$ cat src/rtl/mc_sync_fifo.sv
// Multi-channel synchronous FIFO: CHANNELS independent queues share one dual-port array.
// Each channel owns its pointers and flags. Read data is registered with one clock of latency.
module mc_sync_fifo #(
    parameter int DSIZE        = 8,
    parameter int ADDRESS_BITS = 4,
    parameter int CHANNELS     = 4,
    parameter int AFULL_LEVEL  = (1 << ADDRESS_BITS) - 2,
    localparam int CHAN_BITS   = $clog2(CHANNELS)
) (
    input  logic                 wclk,
    input  logic                 wrst,
    input  logic                 winc,
    input  logic [CHAN_BITS-1:0] wchan,
    input  logic [DSIZE-1:0]     wdata,
    input  logic                 rinc,
    input  logic [CHAN_BITS-1:0] rchan,
    output logic [DSIZE-1:0]     rdata,
    output logic                 rvalid,
    output logic [CHANNELS-1:0]  wfull,
    output logic [CHANNELS-1:0]  rempty,
    output logic [CHANNELS-1:0]  afull,
    output logic                 werr,
    output logic                 rerr
);
    localparam int DEPTH = 1 << ADDRESS_BITS;
    localparam int PW    = ADDRESS_BITS + 1;
    localparam int AW    = CHAN_BITS + ADDRESS_BITS;

    logic [DSIZE-1:0] mem [CHANNELS*DEPTH];

    logic [CHANNELS-1:0]                   wr_acc;
    logic [CHANNELS-1:0]                   rd_acc;
    logic [CHANNELS-1:0][ADDRESS_BITS-1:0] wlow;
    logic [CHANNELS-1:0][ADDRESS_BITS-1:0] rlow;
    logic [AW-1:0]                         waddr;
    logic [AW-1:0]                         raddr;
    logic                                  wr_en;
    logic                                  rd_en;

    logic [DSIZE-1:0] rdata_reg;
    logic             rvalid_reg;
    logic             werr_reg;
    logic             rerr_reg;

    genvar gi;
    generate
        for (gi = 0; gi < CHANNELS; gi++) begin : g_chan
            logic [PW-1:0] wptr_reg;
            logic [PW-1:0] rptr_reg;
            logic [PW-1:0] count;

            // Wrap bit makes the modular difference span 0..DEPTH unambiguously.
            assign count       = wptr_reg - rptr_reg;
            assign wfull[gi]   = (count == PW'(DEPTH));
            assign rempty[gi]  = (count == '0);
            assign afull[gi]   = (count >= PW'(AFULL_LEVEL));
            assign wlow[gi]    = wptr_reg[ADDRESS_BITS-1:0];
            assign rlow[gi]    = rptr_reg[ADDRESS_BITS-1:0];

            // An out-of-range channel select matches no decode, so it is rejected.
            assign wr_acc[gi]  = winc && (wchan == CHAN_BITS'(gi)) && !wfull[gi];
            assign rd_acc[gi]  = rinc && (rchan == CHAN_BITS'(gi)) && !rempty[gi];

            always_ff @(posedge wclk) begin
                if (wrst) begin
                    wptr_reg <= '0;
                    rptr_reg <= '0;
                end else begin
                    if (wr_acc[gi]) begin
                        wptr_reg <= wptr_reg + 1'b1;
                    end
                    if (rd_acc[gi]) begin
                        rptr_reg <= rptr_reg + 1'b1;
                    end
                end
            end
        end
    endgenerate

    assign wr_en = (|wr_acc) && !wrst;
    assign rd_en = (|rd_acc) && !wrst;

    always_comb begin
        waddr = '0;
        raddr = '0;
        for (int c = 0; c < CHANNELS; c++) begin
            if (wr_acc[c]) begin
                waddr = {CHAN_BITS'(c), wlow[c]};
            end
            if (rd_acc[c]) begin
                raddr = {CHAN_BITS'(c), rlow[c]};
            end
        end
    end

    always_ff @(posedge wclk) begin
        if (wr_en) begin
            mem[waddr] <= wdata;
        end
    end

    always_ff @(posedge wclk) begin
        if (wrst) begin
            rdata_reg  <= '0;
            rvalid_reg <= 1'b0;
            werr_reg   <= 1'b0;
            rerr_reg   <= 1'b0;
        end else begin
            rvalid_reg <= rd_en;
            werr_reg   <= winc && !(|wr_acc);
            rerr_reg   <= rinc && !(|rd_acc);
            if (rd_en) begin
                rdata_reg <= mem[raddr];
            end
        end
    end

    assign rdata  = rdata_reg;
    assign rvalid = rvalid_reg;
    assign werr   = werr_reg;
    assign rerr   = rerr_reg;

endmodule

$ cat config.mk
export PLATFORM = sky130hd
export DESIGN_NAME = mc_sync_fifo
export DESIGN_NICKNAME = d
export VERILOG_FILES = /design/src/rtl/mc_sync_fifo.sv
export SDC_FILE = /design/constraint.sdc
export NUM_CORES = 1
export LEC_CHECK = 0
export ABC_CLOCK_PERIOD_IN_PS = 4500
export BUFFER_PORTS_ARGS = -buffer_cell sky130_fd_sc_hd__buf_2
export CORE_MARGIN = 3
export CORE_UTILIZATION = 49
export DETAILED_ROUTE_END_ITERATION = 8
export GPL_ROUTABILITY_DRIVEN = 0
export PLACE_DENSITY_LB_ADDON = 0.05
export SLEW_MARGIN = 30
export SYNTH_ARGS = -nofsm -noshare
export SYNTH_HDL_FRONTEND = slang
export SYNTH_SLANG_ARGS = --single-unit
$ cat constraint.sdc
create_clock -name wclk -period 4.5 [get_ports wclk]
set_input_delay 0.45 -clock wclk [delete_from_list [all_inputs] [get_ports wclk]]
set_output_delay 0.45 -clock wclk [all_outputs]
set_load 0.005 [all_outputs]
==> run metrics <==
CP delay by family, top=compound AO/OA/AOI/OAI gates; CP Capture Type=register; nets=1763; cell row count=79; Worst R2R Path Depth=17; reg2reg start=g_chan[3].wptr_reg[0]$_SDFFE_PP0P_; final setup fails=0; drt wl/cell=24.47 um; Worst setup startpoint=g_chan[3].wptr_reg[0]$_SDFFE_PP0P_; First-pass DRT Iterations=7; Rel. slew slack=38.80%; Top cell by count, worst path=buf_12; Synth Area in Adders=1.621%; TritonCTS clock tree=done; Max Root-Sink Buffers=3; # IOs=39; post-synthesis mux area share=11.73%; Syn Area/Cell=15.24 um2; Syn Nets=1584; Slew Limit Fails=0; initial antenna violation count=2; clock slew at reported path FFs=0.06 ns; Hold Slack=0.1154 ns; net switching fraction of the power=22.81%; clock sinks=563; R2R setup slack=0.08 ns; Iteration-0 DRC Markers=1123; min cycle time layout=4.416 ns; largest net degree at the start of global routing=65; status=finished clean; met3 WL=2793 um; total core area=46950 um2; maxcap violations=0; synth warn=0; aggregate global routing overflow=0; Switch Pwr=2.663 mW; Metal-1 WL=25580 um; Die Area=50550 um2; first-pass GRT wire length=87490 um; Internal=9.009 mW; via count=13699; Worst IR Drop VDD=0.3365 mV; vias per inst=5.766; synthesized cell area=23460 um2; sequential share of power=49.3%; Area Overhead vs Synth=17.12%; Die Y=224.8 um; R2R Path End=rdata[7]$_SDFFE_PP0P_; CP Data Arrival Time=4.92 ns; register area share after synthesis=69.88%; WP data required=5.00 ns; top sig layer=met4; synthesized flop and latch total=563; Syn Inst Count=1540; final wirelength=58130 um; LEAKAGE=10.92 nW; Worst-Margin Slew=0.9146 ns; combinational share of power=8.7%; Max Freq=0.2264 GHz; Worst Setup EP=rdata[7]$_SDFFE_PP0P_; Slowest cell on crit path=fa_1; I/O Buffers=38; Root Buffer=clkbuf_16; Clk pwr share=42.0%; CP Class=reg -> reg; share of layout cells above drive strength 1=18.32%; pre-CTS worst setup slack=0.04193 ns; Clock Skew=0.01623 ns; CP Max Fanout=15; Starting Density=49.97%; GRT Util Overall=23.20%; Hold WC Path Type=in -> reg; clock latency on the worst-skew pair=0.61 ns; Post-DRT Antenna Nets=0; Post-DP HPWL=37770 um; post-synthesis xor/xnor area fraction=1.642%; worst path bufs/invs=5; Inserted Diodes=0; ys async rst share=0%; Final Hold Vio Count=0; ys flop type=edfxtp_1; Post-Synth Simple-Gate Area=6.207%; largest family of logic cells by synthesized area=multiplexers; vias in the first global route=13580; RSZ-0062 raised after global routing=true; Levels on crit path=17; post-synthesis cell type count=64; Final period util=98.14%; Synth Area in Compound Gates=6.938%; max reg flops=512; die width=224.8 um; number of synthesized flops with an enable pin=512; Power Total=11.67 mW; CTS Buf Count=58; Max stage delay on crit path=0.44 ns; crit-path cells=inv_1, ha_1, inv_1, fa_1, nor3b_1, nand4b_1, a2bb2o_4, a22o_4, o311ai_4, buf_12, buf_12, buf_12, mux2i_1, o22ai_1, nor2_1, o2111ai_1, o31a_1; worst setup margin=0.08373 ns; DRC violations left=0; pwr dens=424.7 nW/um2; met2 wire len=28270 um; H-tree Lvls=2; startpoint class of the critical path=register; hold depth=2
==> metrics by stage <==
stage | utilization, % | instance area (um2) | cells | TNS (ns)
2_1_floorplan | - | 23460 | 1540 | 0
3_3_place_gp | 54.11 | 25410 | 2266 | 0
3_5_place_dp | 54.13 | 25420 | 2266 | 0
4_1_cts | 58.33 | 27390 | 2376 | 0
5_1_grt | 58.53 | 27480 | 2376 | -0.01747
6_report | 58.53 | 27480 | 2376 | 0
==> layout make-up <==
cell class                      count  area, um2
Fill cell                        3642      19470
Clock inverter                     42      396.6
Tap cell                          607      759.5
Timing Repair Buffer              189       1560
Sequential cell                   563      16400
Multi-Input combinational cell    884       6709
Clock buffer                       68       1573
Inverter                           23      86.33
==> worst reg2reg max path, delay by kind of cell (launching register included) <==
kind | cells | cell delay (ns)
flip-flops | 1 | 0.37
adder cells (fa/ha/maj) | 2 | 0.65
AO/OA/AOI/OAI | 6 | 1.62
AND/OR/NAND/NOR | 3 | 0.67
buffers and inverters | 5 | 0.73
multiplexers | 1 | 0.26
==> per-layer routing <==
layer,GRT usage (%),vias to the layer above
li1,-,6349
met1,31.95,6889
met2,38.64,371
met3,3.289,90
met4,7.177,0
met5,0,-
==> synthesized netlist by cell type, types with 24 or more instances <==
| cell type | instances | area (um2) |
|---|---|---|
| nand3_1 | 39 | 195.2 |
| dfxtp_1 | 51 | 1021 |
| ha_1 | 24 | 300.3 |
| buf_2 | 27 | 135.1 |
| a21oi_1 | 29 | 145.1 |
| mux2i_1 | 275 | 2753 |
| edfxtp_1 | 512 | 15370 |
| o22ai_1 | 68 | 425.4 |
| nor2_1 | 140 | 525.5 |
| nand2_1 | 74 | 277.8 |
| a22oi_1 | 29 | 217.7 |
==> worst min-delay path by stage <==
stage                                  startpoint                            endpoint  slack (ns)
4_1_cts                                      winc                     werr$_SDFF_PP0_        0.08
5_1_grt                                      winc                     werr$_SDFF_PP0_         0.1
3_5_place_dp   g_chan[3].rptr_reg[1]$_SDFFE_PP0P_  g_chan[3].rptr_reg[1]$_SDFFE_PP0P_        0.50
2_1_floorplan  g_chan[2].rptr_reg[0]$_SDFFE_PP0P_  g_chan[2].rptr_reg[0]$_SDFFE_PP0P_        0.47
3_3_place_gp   g_chan[2].rptr_reg[1]$_SDFFE_PP0P_  g_chan[2].rptr_reg[1]$_SDFFE_PP0P_        0.50
6_report                                     winc                     werr$_SDFF_PP0_        0.12
==> power by group through the flow <==
stage	combinational (mW)	clock [mW]	sequential, mW
floorplan	0.582	0	5.85
global placement	0.995	0	5.86
detailed placement	1.00	0	5.87
CTS	1.01	5.01	5.75
global route	1.08	5.23	5.75
finish	1.01	4.91	5.76
==> placed cells by master, fill, tap and decap left out, types with 4 or more instances in the layout <==
cell	synthesis	layout
a21oi_1	29	28
a221oi_1	9	9
a22oi_1	29	28
a32oi_1	7	7
buf_12	0	17
buf_2	27	38
buf_4	22	132
bufinv_16	0	7
clkbuf_1	20	5
clkbuf_16	0	61
clkinv_1	0	11
clkinv_2	0	16
clkinvlp_4	0	4
dfxtp_1	51	50
edfxtp_1	512	512
fa_1	4	4
ha_1	24	24
inv_1	23	23
mux2i_1	275	275
nand2_1	74	74
nand2b_1	5	5
nand3_1	39	36
nand3b_1	10	10
nand4_1	11	11
nor2_1	140	137
nor2b_1	4	4
nor3_1	5	5
nor3b_1	5	4
o2111ai_1	15	11
o2111ai_2	0	4
o21ai_0	5	4
o21ai_1	16	14
o21bai_1	7	7
o22ai_1	68	68
o31a_1	8	8
or3_1	4	4
xnor2_1	21	21
xor2_1	23	22
==> cells by family after synthesis <==
kind of cell | count (synthesis)
compound gates | 222
flops | 563
xor+xnor | 44
fa+ha+maj | 28
simple gates | 315
mux | 275
buf+inv | 93
==> timing repair <==
action	4_1_cts	5_1_grt
setup endpoints to repair	0	24
buffers inserted	0	0
hold buffers	0	0
resized for setup	0	21
Power figures use the tool's default switching activity.
